### src/rtl/player_pkg.sv
// Shared encodings for the playback sequencer and its beat divider.
// Holds FSM state codes, speed codes, and song length/index width.
package player_pkg;

  localparam int LEN     = 4095;
  localparam int IBEAT_W = 12;

  localparam logic [1:0] ST_STOP  = 2'd0;
  localparam logic [1:0] ST_PLAY  = 2'd1;
  localparam logic [1:0] ST_PAUSE = 2'd2;
  localparam logic [1:0] ST_LOOP  = 2'd3;

  localparam logic [1:0] SPD_X1 = 2'd0;
  localparam logic [1:0] SPD_X2 = 2'd1;
  localparam logic [1:0] SPD_X4 = 2'd2;

endpackage

### src/rtl/playback_sequencer_beat_divider.sv
// Tempo divider: counts clk cycles, registers a one-cycle beat strobe.
// Ports: clk, rst, en, clr, speed in; fire (comb, wrap this cycle), strobe out.
module beat_divider
  import player_pkg::*;
#(
  parameter int TICK_DIV = 25_000_000
) (
  input  logic       clk,
  input  logic       rst,
  input  logic       en,
  input  logic       clr,
  input  logic [1:0] speed,
  output logic       fire,
  output logic       strobe
);

  localparam int CW = $clog2(TICK_DIV + 1);

  logic [CW-1:0] cnt_q;
  logic [CW-1:0] cnt_d;
  logic [CW-1:0] tc;
  logic          strobe_q;

  always_comb begin
    case (speed)
      SPD_X2:  tc = CW'((TICK_DIV >> 1) - 1);
      SPD_X4:  tc = CW'((TICK_DIV >> 2) - 1);
      default: tc = CW'(TICK_DIV - 1);
    endcase
  end

  // A clear wins over the wrap, so no strobe escapes a stop or speed change.
  assign fire = en & ~clr & (cnt_q == tc);

  always_comb begin
    cnt_d = cnt_q;
    if (clr || fire) begin
      cnt_d = '0;
    end else if (en) begin
      cnt_d = cnt_q + CW'(1);
    end
  end

  always_ff @(posedge clk or posedge rst) begin
    if (rst) begin
      cnt_q    <= '0;
      strobe_q <= 1'b0;
    end else begin
      cnt_q    <= cnt_d;
      strobe_q <= fire;
    end
  end

  assign strobe = strobe_q;

endmodule

### src/rtl/playback_sequencer.sv
// Button-driven STOP/PLAY/PAUSE/LOOP sequencer for the note player.
// Ports: clk, rst, btn_* pulses, ibeat in; play_pause, loop_de,
// loop_width, reverse, rewind, speed, state out (all registered).
// Option: AUTO_REPEAT_EN keeps PLAY running at end of song.
module playback_sequencer
#(
  parameter int TICK_DIV = 25_000_000,
  parameter int LEN      = player_pkg::LEN,
  parameter int IBEAT_W  = player_pkg::IBEAT_W
) (
  input  logic               clk,
  input  logic               rst,
  input  logic               btn_play,
  input  logic               btn_stop,
  input  logic               btn_loop,
  input  logic               btn_rev,
  input  logic               btn_width,
  input  logic               btn_speed,
  input  logic [IBEAT_W-1:0] ibeat,
  output logic               play_pause,
  output logic               loop_de,
  output logic [2:0]         loop_width,
  output logic               reverse,
  output logic               rewind,
  output logic [1:0]         speed,
  output logic [1:0]         state
);

  import player_pkg::*;

  logic [1:0] state_q, state_d;
  logic [2:0] width_q, width_d;
  logic [1:0] speed_q, speed_d;
  logic       rev_q, rev_d;
  logic       pend_q, pend_d;
  logic       rewind_q, rewind_d;
  logic       loop_q;

  logic stop_c, play_c, loop_c;
  logic rev_c, wid_c, spd_c;
  logic running, fire, rev_eff;

  // Only the highest-priority pulse survives.
  assign stop_c = btn_stop;
  assign play_c = btn_play & ~btn_stop;
  assign loop_c = btn_loop & ~btn_play & ~btn_stop;
  assign rev_c  = btn_rev & ~btn_loop
                & ~btn_play & ~btn_stop;
  assign wid_c  = btn_width & ~btn_rev & ~btn_loop
                & ~btn_play & ~btn_stop;
  assign spd_c  = btn_speed & ~btn_width & ~btn_rev
                & ~btn_loop & ~btn_play & ~btn_stop;

  assign running = (state_q == ST_PLAY)
                 | (state_q == ST_LOOP);

  beat_divider #(
    .TICK_DIV (TICK_DIV)
  ) u_div (
    .clk    (clk),
    .rst    (rst),
    .en     (running),
    .clr    (stop_c | spd_c),
    .speed  (speed_q),
    .fire   (fire),
    .strobe (play_pause)
  );

  // Direction the player will use for the beat now being issued.
  assign rev_eff = rev_q ^ pend_q;

`ifndef AUTO_REPEAT_EN
  logic eos;
  assign eos = fire & (state_q == ST_PLAY)
             & (rev_eff ? (ibeat == '0)
                        : (ibeat == IBEAT_W'(LEN - 1)));
`endif

  always_comb begin
    state_d  = state_q;
    width_d  = width_q;
    speed_d  = speed_q;
    rev_d    = rev_q;
    pend_d   = pend_q;
    rewind_d = 1'b0;

    // Pending direction commits with the strobe it rides on.
    if (fire) begin
      rev_d  = rev_eff;
      pend_d = 1'b0;
    end

    unique case (1'b1)
      stop_c: begin
        state_d  = ST_STOP;
        rewind_d = 1'b1;
        pend_d   = 1'b0;
      end
      play_c: begin
        case (state_q)
          ST_STOP:  state_d = ST_PLAY;
          ST_PLAY:  state_d = ST_PAUSE;
          ST_PAUSE: state_d = ST_PLAY;
          default:  state_d = state_q;
        endcase
      end
      loop_c: begin
        if (state_q == ST_PLAY) begin
          state_d = ST_LOOP;
        end else if (state_q == ST_LOOP) begin
          state_d = ST_PLAY;
        end
      end
      rev_c: begin
        if (running) begin
          pend_d = ~pend_d;
        end else begin
          rev_d = ~rev_q;
        end
      end
      wid_c: begin
        width_d = (width_q == 3'd4) ? 3'd1
                : width_q + 3'd1;
      end
      spd_c: begin
        speed_d = (speed_q == SPD_X4) ? SPD_X1
                : speed_q + 2'd1;
      end
      default: ;
    endcase

`ifndef AUTO_REPEAT_EN
    if (eos) begin
      state_d  = ST_STOP;
      rewind_d = 1'b1;
      rev_d    = 1'b0;
      pend_d   = 1'b0;
    end
`endif
  end

  always_ff @(posedge clk or posedge rst) begin
    if (rst) begin
      state_q  <= ST_STOP;
      width_q  <= 3'd1;
      speed_q  <= SPD_X1;
      rev_q    <= 1'b0;
      pend_q   <= 1'b0;
      rewind_q <= 1'b0;
      loop_q   <= 1'b0;
    end else begin
      state_q  <= state_d;
      width_q  <= width_d;
      speed_q  <= speed_d;
      rev_q    <= rev_d;
      pend_q   <= pend_d;
      rewind_q <= rewind_d;
      loop_q   <= (state_d == ST_LOOP);
    end
  end

  assign state      = state_q;
  assign loop_width = width_q;
  assign speed      = speed_q;
  assign reverse    = rev_q;
  assign rewind     = rewind_q;
  assign loop_de    = loop_q;

endmodule

### config.mk
export PLATFORM = sky130hd
export DESIGN_NAME = playback_sequencer
export DESIGN_NICKNAME = d
export VERILOG_FILES = /design/src/rtl/player_pkg.sv /design/src/rtl/playback_sequencer_beat_divider.sv /design/src/rtl/playback_sequencer.sv
export SDC_FILE = /design/constraint.sdc
export NUM_CORES = 1
export LEC_CHECK = 0
export CELL_PAD_IN_SITES_DETAIL_PLACEMENT = 1
export CELL_PAD_IN_SITES_GLOBAL_PLACEMENT = 2
export CORE_UTILIZATION = 36
export DETAILED_ROUTE_END_ITERATION = 8
export GPL_TIMING_DRIVEN = 0
export PLACE_DENSITY = 0.8
export SETUP_SLACK_MARGIN = 0.5
export SYNTH_ARGS = -nofsm -noshare
export SYNTH_HDL_FRONTEND = slang
export SYNTH_SLANG_ARGS = --single-unit
### constraint.sdc
create_clock -name clk -period 6.3 [get_ports clk]
set_input_delay 0.63 -clock clk [delete_from_list [all_inputs] [get_ports clk]]
set_output_delay 0.63 -clock clk [all_outputs]
set_load 0.005 [all_outputs]
; ---- Word-level counts from Yosys, hierarchy flattened
; Index checks and enable logic that the tools add are counted.
; Widths: inputs -> output; s select.
[totals]
regBits = 37
output_inout_bits = 11
input_bits = 20
[op_classes]
n_reduce_logical = 5
bitwise_logic = 30
n_eq_ne = 9
mux = 21
n_addsub = 3
[ops]
columns = op, n
row1 = $mux 25, 2
row2 = $pmux 25 s2, 1
row3 = $add 25x1->25 const B, 1
row4 = $eq 25x25->1, 1
row5 = $and 1x1->1, 19
row6 = $eq 12x12->1 const B, 1
row7 = $logic_not 12->1, 1
row8 = $mux 1, 10
row9 = $eq 2x2->1 const B, 4
row10 = $mux 2, 4
row11 = $not 1->1, 8
row12 = $pmux 2 s3, 1
row13 = $eq 2x1->1 const B, 2
row14 = $pmux 2 s2, 1
row15 = $add 3x1->3 const B, 1
row16 = $eq 3x3->1 const B, 1
row17 = $mux 3, 1
row18 = $add 2x1->2 const B, 1
row19 = $logic_not 2->1, 1
row20 = $or 1x1->1, 2
row21 = $pmux 1 s2, 1
row22 = $reduce_bool 2->1, 1
row23 = $reduce_or 2->1, 1
row24 = $logic_or 1x1->1, 1
row25 = $xor 1x1->1, 1

; ---- Depth between registers and ports, before layout
; Gate-level depths: netlist (run 1).
[depth]
word_depth = 15
ltp_mapped = 9

; ---- Modules after synthesis
; Synthesis (run 1) repeated with hierarchy kept, for this count alone.
[unflattened]
cells_unflattened = 225
hier_area_um2 = 2162.1
[by_module_without_submodules]
columns = mod, instances, seq_area_each_um2, area_each_um2, cells_per_inst
row1 = beat_divider, 1, 650.6, 1451.4, 149
row2 = playback_sequencer, 1, 276.5, 710.7, 76

; ---- Least setup slack after synthesis (run 1)
; Ideal clock, no wire load.
[synth_timing]
path_type = flip-flop to flip-flop
startpoint = register speed_q[0] (netlist: speed[0])
endpoint = register u_div.cnt_q[0]
t_required_ps = 6181
path_buffers = 2
t_arrival_ps = 2000
synth_period_minus_slack_ps = 2118
path_slack_ps = 4182
path_stages_with_launch = 10
cell_sequence = dfrtp_1 inv_1 ha_1 or3b_1 a222oi_1 and4_1 nand2b_1 buf_4 buf_6 nor2_1
[synth_between]
elab_chain_len = 6
[synth_rtl]
columns = item, line
row1 = from (decl), playback_sequencer.sv:33  ; logic [1:0] speed_q, speed_d;
row2 = from (signal assigned), playback_sequencer.sv:154  ; speed_q <= speed_d;
row3 = $eq 2x2->1 or $eq 2x1->1 (tied branches), playback_sequencer_beat_divider.sv:25  ; case (speed)
row4 = $pmux 25 s2 (*), playback_sequencer_beat_divider.sv:25
row5 = $eq 25x25->1 (*), playback_sequencer_beat_divider.sv:33  ; assign fire = en & ~clr & (cnt_q == tc);
row6 = $and 1x1->1 (*), playback_sequencer_beat_divider.sv:33
row7 = $logic_or 1x1->1 (*), playback_sequencer_beat_divider.sv:37  ; if (clr || fire) begin
row8 = $mux 25 or $reduce_bool 2->1 (tied branches), n/a
row9 = to (signal assigned), playback_sequencer_beat_divider.sv:49  ; cnt_q <= cnt_d;
row10 = to (decl), playback_sequencer_beat_divider.sv:19  ; logic [CW-1:0] cnt_q;
; Every way passes the cells marked *; elsewhere a longest branch is shown, timed or not.
; A chain may end at the register's enable or synchronous reset.

; ---- Final worst setup path (run 1)
[layout_timing]
startpoint = register speed_q[0] (netlist: speed[0])
endpoint = register u_div.cnt_q[7]
; The elaborated chain is that of the path after synthesis.

==> impl_metrics.py, run 1 <==
metrics = {
    "logic_synthesis": {
        "ys_top_cells_by_area": "dfrtp_1, xor2_1, nor2_1",
        "yosysSeqAreaShare_pct": 43.0,
        "synth_edf_count": 0,
        "ys_seq_elements": 37,
        "avgSynthCellArea_sq_um": 9.63,
        "synth_cell_types": 44,
        "syn_nets": 253,
        "synthFlopType": "dfrtp_1",
        "synth_top_area_share_pct": 41.8,
        "synthCells": 224,
        "syn_area_sq_mm": 0.00216,
        "synthArstFlopShare_pct": 100,
        "yosys_warnings": 0,
        "yosysTopAreaCell": "dfrtp_1",
    },
    "finish": {
        "antenna_cells": 0,
        "seq_area_sq_um": 927,
        "syn_to_final_growth_pct": 21.6,
        "drive_gt1_share_pct": 8.81,
        "layout_common_cells": "dfrtp_1, nor2_1, clkdlybuf4s50_1, nand2_1, xor2_1",
        "final_cells": 333,
        "layout.nets": 289,
        "final_common_cell": "dfrtp_1",
        "fillCellCount": 632,
        "multi_input_area_sq_mm": 0.00115,
    },
    "global_route": {
        "antenna_found_initial": 0,
        "grt_overflow": 0,
        "use_met3_pct": 4.00,
        "grt_pass1_vias": 1839,
        "grt_pass1_wl_mm": 8.75,
        "met2_usage_pct": 30.3,
        "globalRoute.busiestLayer": "met2",
        "grt_usage_pct": 17.9,
        "grt_max_degree": 38,
        "grt_use_met1_pct": 22.9,
    },
    "floorplan": {
        "start_util_pct": 38.2,
        "num_rows": 27,
        "fp.dieW_microns": 79.4,
        "core_area_sq_mm": 0.00564,
        "io_pins": 31,
        "die_y_microns": 79.4,
        "dieArea_sq_mm": 0.00631,
    },
    "placement": {
        "dp.cells": 325,
        "port_buffers": 29,
        "place_hpwl_mm": 3.82,
        "gp_congestion": 0.718,
    },
    "route": {
        "ant_nets": 0,
        "drt-total-wl_mm": 5.03,
        "drtPass1Iterations": 4,
        "drc_errors": 0,
        "drt_iter0_drc": 43,
        "vias": 1728,
        "viasPerCell": 5.19,
        "wl_per_cell_microns": 15.1,
    },
    "cts": {
        "cts.sinks": 37,
        "cts_max_level": 2,
        "cts_max_path_buffers": 2,
        "cts_resized": 0,
        "cts_setup_buffers": 0,
        "cts.reportedPaths.clkPinSlew_ns": 0.08,
        "ctsRootBufferMaster": "clkbuf_8",
        "cts_hold_buf": 0,
        "cts_made_buffers": 5,
        "cts_tree": "built",
        "insertion_delay_ns": 0.29,
    },
    "power": {
        "report.power.total_uw": 576,
        "power_density_mw_per_mm2": 220,
        "vdd_drop_max_mv": 0.106,
        "leakagePower_uw": 0.00113,
    },
    "sta": {
        "setup_violations": 0,
        "fin_skew_ns": 0.00749,
        "period_minus_slack_ns": 2.35,
        "period_share_pct": 37.3,
        "setup_tns_ns": 0,
        "finalMaxSlewViolations": 0,
        "worstMarginPinSlew_ns": 0.795,
        "fmax_mhz": 426,
        "relSlewSlack_pct": 46.9,
        "finalHoldViolCount": 0,
        "rsz0062_at_grt": "no",
    },
    "critical_path": {
        "critPathKind": "reg -> reg",
        "worstPathCellList": "inv_1 -> ha_1 -> or3b_1 -> a222oi_1 -> and4_1 -> nand2b_1 -> buf_4 -> buf_6 -> nor2_1",
        "cp_max_fo": 10,
        "worst_path_max_delay_cell": "dfrtp_1",
        "path_buf_inv": 3,
        "crit_family": "simple AND/OR/NAND/NOR gates",
        "cp-start-kind": "flop",
        "r2r_setup_slack_ns": 3.95,
        "critPathCaptureType": "flop",
        "crit_arrival_ns": 2.53,
        "max_stage_delay_ns": 0.40,
        "cp_data_required_time_ns": 6.48,
    },
    "job": {
        "drv_cap": 0,
    },
    "status": {
        "status": "finished, final reports clean",
    },
    "min_path": {
        "hold_class": "reg -> reg",
    },
}
state kept, by name, indices dropped and copies added, names as in the netlist:
signal and cells:
loop_de 1, loop_width 3, pend_q 1, reverse 1, rewind 1, speed 2
state 2, u_div.cnt_q 25, u_div.strobe 1
tightest hold or removal path, stage by stage (launching register included):
cell	delay [ns]
dfstp_2	0.39
inv_1	0.08
a21oi_1	0.07
synthesized netlist by cell type, types with 2 or more instances:
library cell and count:
nand2_1 18, clkbuf_1 2, nand3_1 6, nand3b_1 2, nor2_1 33, nor4b_1 2, nor3_1 4, nor2b_1 3
ha_1 9, o21ai_0 7, and3_1 5, mux2i_1 2, o2111ai_1 2, buf_6 2, a21oi_1 6, dfrtp_1 36
and4_1 3, mux2_2 3, xnor2_1 7, nor4_1 6, or2_2 3, nand4bb_1 2, nand2b_1 2, nor4_4 2
nand4_1 11, xor2_1 18, inv_1 11
per-stage QoR:
stage          area [sq um]  hold slack [ns]  setup slack (ns)  utilization [%]
5_1_grt                2620            0.584              3.75             46.5
2_1_floorplan          2160            0.492              4.18                -
6_report               2620            0.535              3.95             46.5
4_1_cts                2620            0.545              3.93             46.5
3_3_place_gp           2540            0.510              3.75             45.0
3_5_place_dp           2540            0.534              3.77             45.0
routing by layer:
metal / vias up / share of wire, %
met3: 6 / 4.4
met4: 0 / 1.0
met5: - / 0
met2: 31 / 48
met1: 830 / 47
li1: 861 / -
report_power, final:
| part | internal (uW) | total [uW] | switching (uW) | leakage (uW) |
|---|---|---|---|---|
| Clock | 76.4 | 166 | 89.4 | 0.0000439 |
| Sequential | 256 | 275 | 18.3 | 0.000502 |
| Combinational | 75.0 | 136 | 60.6 | 0.000581 |
worst paths after layout:
path / from / cells after the start / to
hold / removal: loop_width[0] / 2 / loop_width[0]
setup / recovery: speed[0] / 9 / u_div.cnt_q[7]
hold reg to reg: loop_width[0] / 2 / loop_width[0]
min in group asynchronous: rst / 2 / loop_width[1]
setup reg to reg: speed[0] / 9 / u_div.cnt_q[7]
max in group asynchronous: rst / 2 / u_div.cnt_q[5]
cell families after synthesis:
family / Yosys count / synth area share (%)
adders and majority gates: 9 / 5.22
DFF: 37 / 43.0
buffers and inverters: 16 / 3.65
muxes: 5 / 2.49
AOI/OAI and AO/OA: 25 / 7.95
and+or+nand+nor: 107 / 27.6
xor gates and xnor gates: 25 / 10.2
layout make-up:
cell class                      count  area share [%]
Multi-Input combinational cell    171            43.9
Sequential cell                    37            35.3
Timing Repair Buffer               29            11.1
Tap cell                           72            3.43
Clock buffer                        5            2.62
Inverter                           11            1.57
Buffer                              5            1.43
Clock inverter                      3           0.668
Power figures use the tool's default switching activity.
==> run 2, diff against run 1 <==
--- a/config.mk
+++ b/config.mk
@@ -7,10 +7,10 @@
 export LEC_CHECK = 0
 export CELL_PAD_IN_SITES_DETAIL_PLACEMENT = 1
 export CELL_PAD_IN_SITES_GLOBAL_PLACEMENT = 2
-export CORE_UTILIZATION = 36
+export CORE_UTILIZATION = 31
 export DETAILED_ROUTE_END_ITERATION = 8
 export GPL_TIMING_DRIVEN = 0
-export PLACE_DENSITY = 0.8
+export PLACE_DENSITY = 0.73
 export SETUP_SLACK_MARGIN = 0.5
 export SYNTH_ARGS = -nofsm -noshare
 export SYNTH_HDL_FRONTEND = slang
==> constraint.sdc (replaced) <==
create_clock -name clk -period 2.13 [get_ports clk]
set_input_delay 0.213 -clock clk [delete_from_list [all_inputs] [get_ports clk]]
set_output_delay 0.213 -clock clk [all_outputs]
set_load 0.005 [all_outputs]
==> run 2 against run 1 <==
The flow now finishes with violations (setup timing). Final area up 12%. Sequential power grew to 3.0 times the previous value. Clock-buffer cell count is the same. Power rose to 3.1 times the previous value. Via count up 4.7%. Core utilization decreased by 2.9 points. First-iteration DRC count grew 2.3%. Clock power grew to 3.0 times the previous value. Clock skew shrank 0.0023 ns. Flip-flop and latch count unchanged. Setup slack worse by 4.1 ns.
==> impl_metrics.py, run 2 (synthesis gave the netlist of run 1 again) <==
metrics = {
    "route": {
        "ant_nets": 0,
        "wl_per_cell_microns": 15.2,
        "drc_errors": 0,
        "drt_iter0_drc": 44,
        "vias": 1810,
        "viasPerCell": 5.13,
        "drtPass1Iterations": 4,
        "drt-total-wl_mm": 5.38,
    },
    "global_route": {
        "grt_pass1_wl_mm": 9.35,
        "grt_max_degree": 38,
        "grt_pass1_vias": 1928,
        "grt_usage_pct": 16.1,
        "antenna_found_initial": 0,
        "grt_overflow": 0,
    },
    "critical_path": {
        "critPathKind": "reg -> reg",
        "critPathCaptureType": "flop",
        "r2r_end": "u_div.cnt_q[22]",
        "cp_max_fo": 7,
        "cp_data_required_time_ns": 2.32,
        "cp-start-kind": "flop",
        "r2r_cells": 9,
        "crit_arrival_ns": 2.45,
        "rr_startpoint": "speed[1]",
        "r2r_setup_slack_ns": -0.14,
    },
    "floorplan": {
        "num_rows": 30,
        "die_y_microns": 85.4,
        "start_util_pct": 31.9,
        "io_pins": 31,
        "core_area_sq_mm": 0.00676,
        "dieArea_sq_mm": 0.00730,
        "fp.dieW_microns": 85.4,
    },
    "status": {
        "violations": "setup timing",
        "status": "complete, but fails checks",
    },
    "power": {
        "sequentialPowerShare_pct": 44.8,
        "power_density_mw_per_mm2": 616,
        "p_sw_uw": 546,
        "vdd_drop_max_mv": 0.247,
        "internal_power_uw": 1270,
        "clkPwrFrac_pct": 27.4,
        "switching_share_pct": 30.1,
        "leakagePower_uw": 0.00122,
        "power_frac_comb_pct": 27.8,
    },
    "min_path": {
        "hold_path_depth": 2,
        "worst_hold_path.endpoint": "state[0]",
        "hold_class": "in -> reg",
        "hp-start": "btn_stop",
    },
    "finish": {
        "layout_common_cells": "dfrtp_1, clkdlybuf4s50_1, nor2_1, xor2_1, nand2_1",
        "regMostFlops": "u_div.cnt_q",
        "utilization_pct": 43.6,
        "final_common_cell": "dfrtp_1",
        "syn_to_final_growth_pct": 36.6,
        "layout.nets": 301,
        "largest_reg_flops": 25,
        "drive_gt1_share_pct": 23.1,
        "antenna_cells": 0,
        "fillCellCount": 760,
    },
    "cts": {
        "cts.reportedPaths.clkPinSlew_ns": 0.08,
        "cts.sinks": 37,
        "cts_tree": "built",
        "cts_max_level": 2,
        "insertion_delay_ns": 0.29,
        "cts_made_buffers": 5,
        "cts_max_path_buffers": 2,
        "ctsRootBufferMaster": "clkbuf_8",
        "cts_hold_buf": 0,
    },
    "placement": {
        "port_buffers": 29,
        "gp_congestion": 0.712,
        "place_hpwl_mm": 3.72,
    },
    "sta": {
        "finalMaxSlewViolations": 0,
        "fin_skew_ns": 0.00524,
        "fmax_mhz": 441,
        "relSlewSlack_pct": 46.0,
        "period_minus_slack_ns": 2.27,
        "finalHoldViolCount": 0,
        "setup_tns_ns": -3.07,
        "setup_violations": 31,
        "rsz0062_at_grt": "yes",
        "period_share_pct": 106,
        "worstMarginPinSlew_ns": 0.808,
        "fin_ws_ns": -0.136,
    },
    "job": {
        "drv_cap": 0,
    },
}
## run 2: changes by cell type in the layout (fill, tap and decap cells not counted), moves of 3 or more
| cell | delta |
|---|---|
| nor2_1 | -13 |
| nor2_2 | +9 |
| buf_4 | +6 |
| nor2_4 | +4 |
| buf_8 | +3 |
## run 2: cell type report
cell class | instances | area (sq um) | area share [%]
Buffer | 5 | 53.8 | 1.83
Timing Repair Buffer | 41 | 427 | 14.5
Sequential cell | 37 | 927 | 31.5
Inverter | 11 | 41.3 | 1.40
Multi-Input combinational cell | 171 | 1310 | 44.5
Clock inverter | 3 | 17.5 | 0.594
Clock buffer | 5 | 68.8 | 2.34
Tap cell | 80 | 100 | 3.40
## run 2: worst max path at each step
stage                 endpoint      from  slack [ns]
2_1_floorplan   u_div.cnt_q[0]  speed[0]        0.02
3_3_place_gp   u_div.cnt_q[18]  speed[1]       -0.18
3_5_place_dp   u_div.cnt_q[18]  speed[1]       -0.22
4_1_cts        u_div.cnt_q[16]  speed[0]       -0.11
5_1_grt         u_div.cnt_q[8]  speed[0]       -0.29
6_report       u_div.cnt_q[22]  speed[1]       -0.14
## run 2: per-layer routing
layer,share of wire (%),GRT usage [%],vias up
met3,2.8,3.50,9
met5,0,0,-
met2,49,26.2,24
met4,1.3,5.30,0
li1,-,-,890
met1,47,21.4,887
## run 2: stage by stage
step                      hold slack [ns]  worst slack, ns  cells  cell area (sq um)  power (uW)
after floorplan                     0.360           0.0213    224               2160        1030
after detailed placement            0.504           -0.216    333               2550        1240
after CTS                           0.406           -0.110    348               2770        1800
after global placement              0.502           -0.184    333               2550        1230
final                               0.394           -0.136    353               2950        1820
after global routing                0.421           -0.291    353               2950        1940
## run 2: worst max-delay path, cell delays in order (launching register included)
cell       delay [ns]
dfrtp_1          0.38
inv_2            0.06
ha_4             0.27
or3b_1           0.34
a222oi_1         0.34
and4_1           0.29
nand2b_4         0.14
buf_8            0.14
clkbuf_16        0.15
nor2_1           0.04
## run 2: power groups by stage
stage	Sequential (uW)	Clock, uW	Combinational (uW)
2_1_floorplan	822	0	212
3_3_place_gp	828	0	398
3_5_place_dp	829	0	408
4_1_cts	811	518	470
5_1_grt	823	541	573
6_report	813	497	505
## run 2: what timing repair did
item	4_1_cts	5_1_grt
gates resized for setup	17	26
gates cloned	0	2
pin swaps	4	8
setup buffers	7	3
setup endpoints to repair	32	33
==> run 3, diff against run 2 <==
--- a/config.mk
+++ b/config.mk
@@ -14,4 +14,5 @@
 export SETUP_SLACK_MARGIN = 0.5
 export SYNTH_ARGS = -nofsm -noshare
 export SYNTH_HDL_FRONTEND = slang
+export SYNTH_HIERARCHICAL = 1
 export SYNTH_SLANG_ARGS = --single-unit
==> run 3 against run 2 <==
The run still ends with setup timing left. Via count fell by 1.3%. Synthesized cell count rose by 0.45%. Clock-buffer cell count rose by 2. Critical endpoint is now rewind.
==> impl_metrics.py, run 3 <==
metrics = {
    "status": {
        "status": "complete, but fails checks",
        "violations": "setup timing",
    },
    "sta": {
        "worstMarginPinSlew_ns": 1.07,
        "finalHoldViolCount": 0,
        "period_minus_slack_ns": 2.65,
        "finalMaxSlewViolations": 0,
        "period_share_pct": 124,
        "rsz0062_at_grt": "yes",
        "setup_violations": 28,
        "setup_tns_ns": -8.69,
        "relSlewSlack_pct": 28.5,
        "fin_skew_ns": 0.00930,
        "hold_slack_ns": 0.246,
        "fin_ws_ns": -0.520,
        "fmax_mhz": 377,
    },
    "route": {
        "drt_iter0_drc": 29,
        "drt-total-wl_mm": 5.44,
        "drc_errors": 0,
        "viasPerCell": 4.98,
        "ant_nets": 0,
        "vias": 1787,
        "wl_per_cell_microns": 15.2,
        "drtPass1Iterations": 4,
    },
    "floorplan": {
        "core_area_sq_mm": 0.00676,
        "io_pins": 31,
        "start_util_pct": 32.0,
        "die_y_microns": 85.5,
        "num_rows": 30,
        "dieArea_sq_mm": 0.00731,
        "fp.dieW_microns": 85.5,
    },
    "placement": {
        "place_hpwl_mm": 3.85,
        "gp_congestion": 0.731,
        "port_buffers": 29,
        "placed_area_sq_mm": 0.00266,
    },
    "cts": {
        "cts_made_buffers": 5,
        "cts.sinks": 37,
        "cts_tree": "built",
        "cts.reportedPaths.clkPinSlew_ns": 0.08,
        "ctsRootBufferMaster": "clkbuf_8",
        "insertion_delay_ns": 0.29,
        "cts_hold_buf": 0,
        "cts_max_level": 2,
        "cts_max_path_buffers": 2,
    },
    "logic_synthesis": {
        "yosys-top-cells-count": "nor2_1, dfrtp_1, xor2_1, nand2_1, inv_1",
        "syn_area_sq_mm": 0.00216,
        "synth_cell_types": 48,
        "ys_seq_elements": 37,
        "yosys_warnings": 6,
        "ys_top_cells_by_area": "dfrtp_1, xor2_1, nor2_1",
        "synth_edf_count": 0,
        "synth_most_common_cell": "nor2_1",
        "synthArstFlopShare_pct": 100,
        "synth_top_area_share_pct": 41.7,
        "syn_nets": 253,
        "avgSynthCellArea_sq_um": 9.61,
        "yosysSeqAreaShare_pct": 42.9,
        "yosysTopAreaCell": "dfrtp_1",
        "synthFlopType": "dfrtp_1",
        "synthCells": 225,
    },
    "critical_path": {
        "critPathKind": "reg -> reg",
        "r2r_cells": 10,
        "rr_startpoint": "speed[1]",
        "r2r_end": "rewind",
        "r2r_setup_slack_ns": -0.52,
        "cp_data_required_time_ns": 2.36,
        "cp_max_fo": 6,
        "cp-start-kind": "flop",
        "crit_arrival_ns": 2.88,
        "critPathCaptureType": "flop",
    },
    "global_route": {
        "grt_pass1_wl_mm": 9.16,
        "grt_overflow": 0,
        "grt_max_degree": 27,
        "antenna_found_initial": 0,
        "grt_pass1_vias": 1892,
        "grt_usage_pct": 16.4,
    },
    "power": {
        "vdd_drop_max_mv": 0.347,
        "report.power.total_uw": 1770,
        "leakagePower_uw": 0.00122,
        "power_density_mw_per_mm2": 596,
    },
    "finish": {
        "layout_common_cells": "nor2_1, dfrtp_1, clkdlybuf4s50_1, xor2_1, nand2_1",
        "utilization_pct": 43.8,
        "syn_to_final_growth_pct": 37.0,
        "antenna_cells": 0,
        "final_common_cell": "nor2_1",
        "regMostFlops": "u_div/cnt_q",
        "layout.nets": 307,
        "drive_gt1_share_pct": 23.7,
        "final_area_sq_mm": 0.00296,
        "largest_reg_flops": 25,
    },
    "min_path": {
        "hold_class": "in -> async",
    },
    "job": {
        "drv_cap": 0,
    },
}
run 3: how the worst max path moves through the flow:
stage          startpoint  endpoint
6_report         speed[1]    rewind
5_1_grt          speed[1]    pend_q
4_1_cts          speed[1]    rewind
3_5_place_dp     btn_loop    pend_q
3_3_place_gp     btn_loop    pend_q
2_1_floorplan    state[1]   loop_de
run 3: routing by layer:
metal	part of all wire, %	routed length (microns)	global-route usage (%)	vias to the layer above
met5	0	0	0	-
met4	1.0	55	4.09	0
met3	2.2	122	3.75	7
met2	49	2660	27.9	14
met1	48	2610	21.2	875
li1	-	-	-	891
run 3: cell families after synthesis:
logic type | after synthesis | share of synthesized area, %
AOI/OAI and AO/OA | 22 | 7.47
DFF | 37 | 42.9
xor gates and xnor gates | 26 | 10.5
muxes | 3 | 1.45
and+or+nand+nor | 112 | 29.2
adders and majority gates | 8 | 4.63
buffers and inverters | 17 | 3.82
run 3: repair_timing:
item / CTS / global route
gates resized for setup: 9 / 11
endpoints found under the setup margin: 30 / 31
setup buffers: 10 / 6
gates cloned: 2 / 0
pin swaps: 4 / 5
run 3: cell type report:
class	instances	area, sq um
fillers	761	3790
inverters	12	45.0
repair buffers	47	450
clock buffers	7	86.3
flip-flops and latches	37	931
well taps	80	100
multi-input cells	171	1310
plain buffers	5	43.8
run 3: critical path, cell delays in order (launching register included):
cell,delay (ns)
dfrtp_2,0.41
inv_2,0.06
ha_4,0.17
nor4bb_2,0.30
a21oi_1,0.11
or3_4,0.42
nor3_4,0.19
nand3b_1,0.13
or4_4,0.44
o22ai_4,0.21
or2_1,0.15
run 3: report_power, final:
| part | internal [uW] | switching, uW | leakage [uW] |
|---|---|---|---|
| combinational | 252 | 189 | 0.000679 |
| clock | 257 | 251 | 0.0000443 |
| sequential | 758 | 59.6 | 0.000498 |
| total | 1270 | 499 | 0.00122 |
run 3: through the flow:
stage | worst slack [ns] | std cells
final | -0.520 | 359
after global routing | -0.652 | 359
after CTS | -0.505 | 353
after detailed placement | -1.04 | 334
after global placement | -1.06 | 334
after floorplan | -0.291 | 225
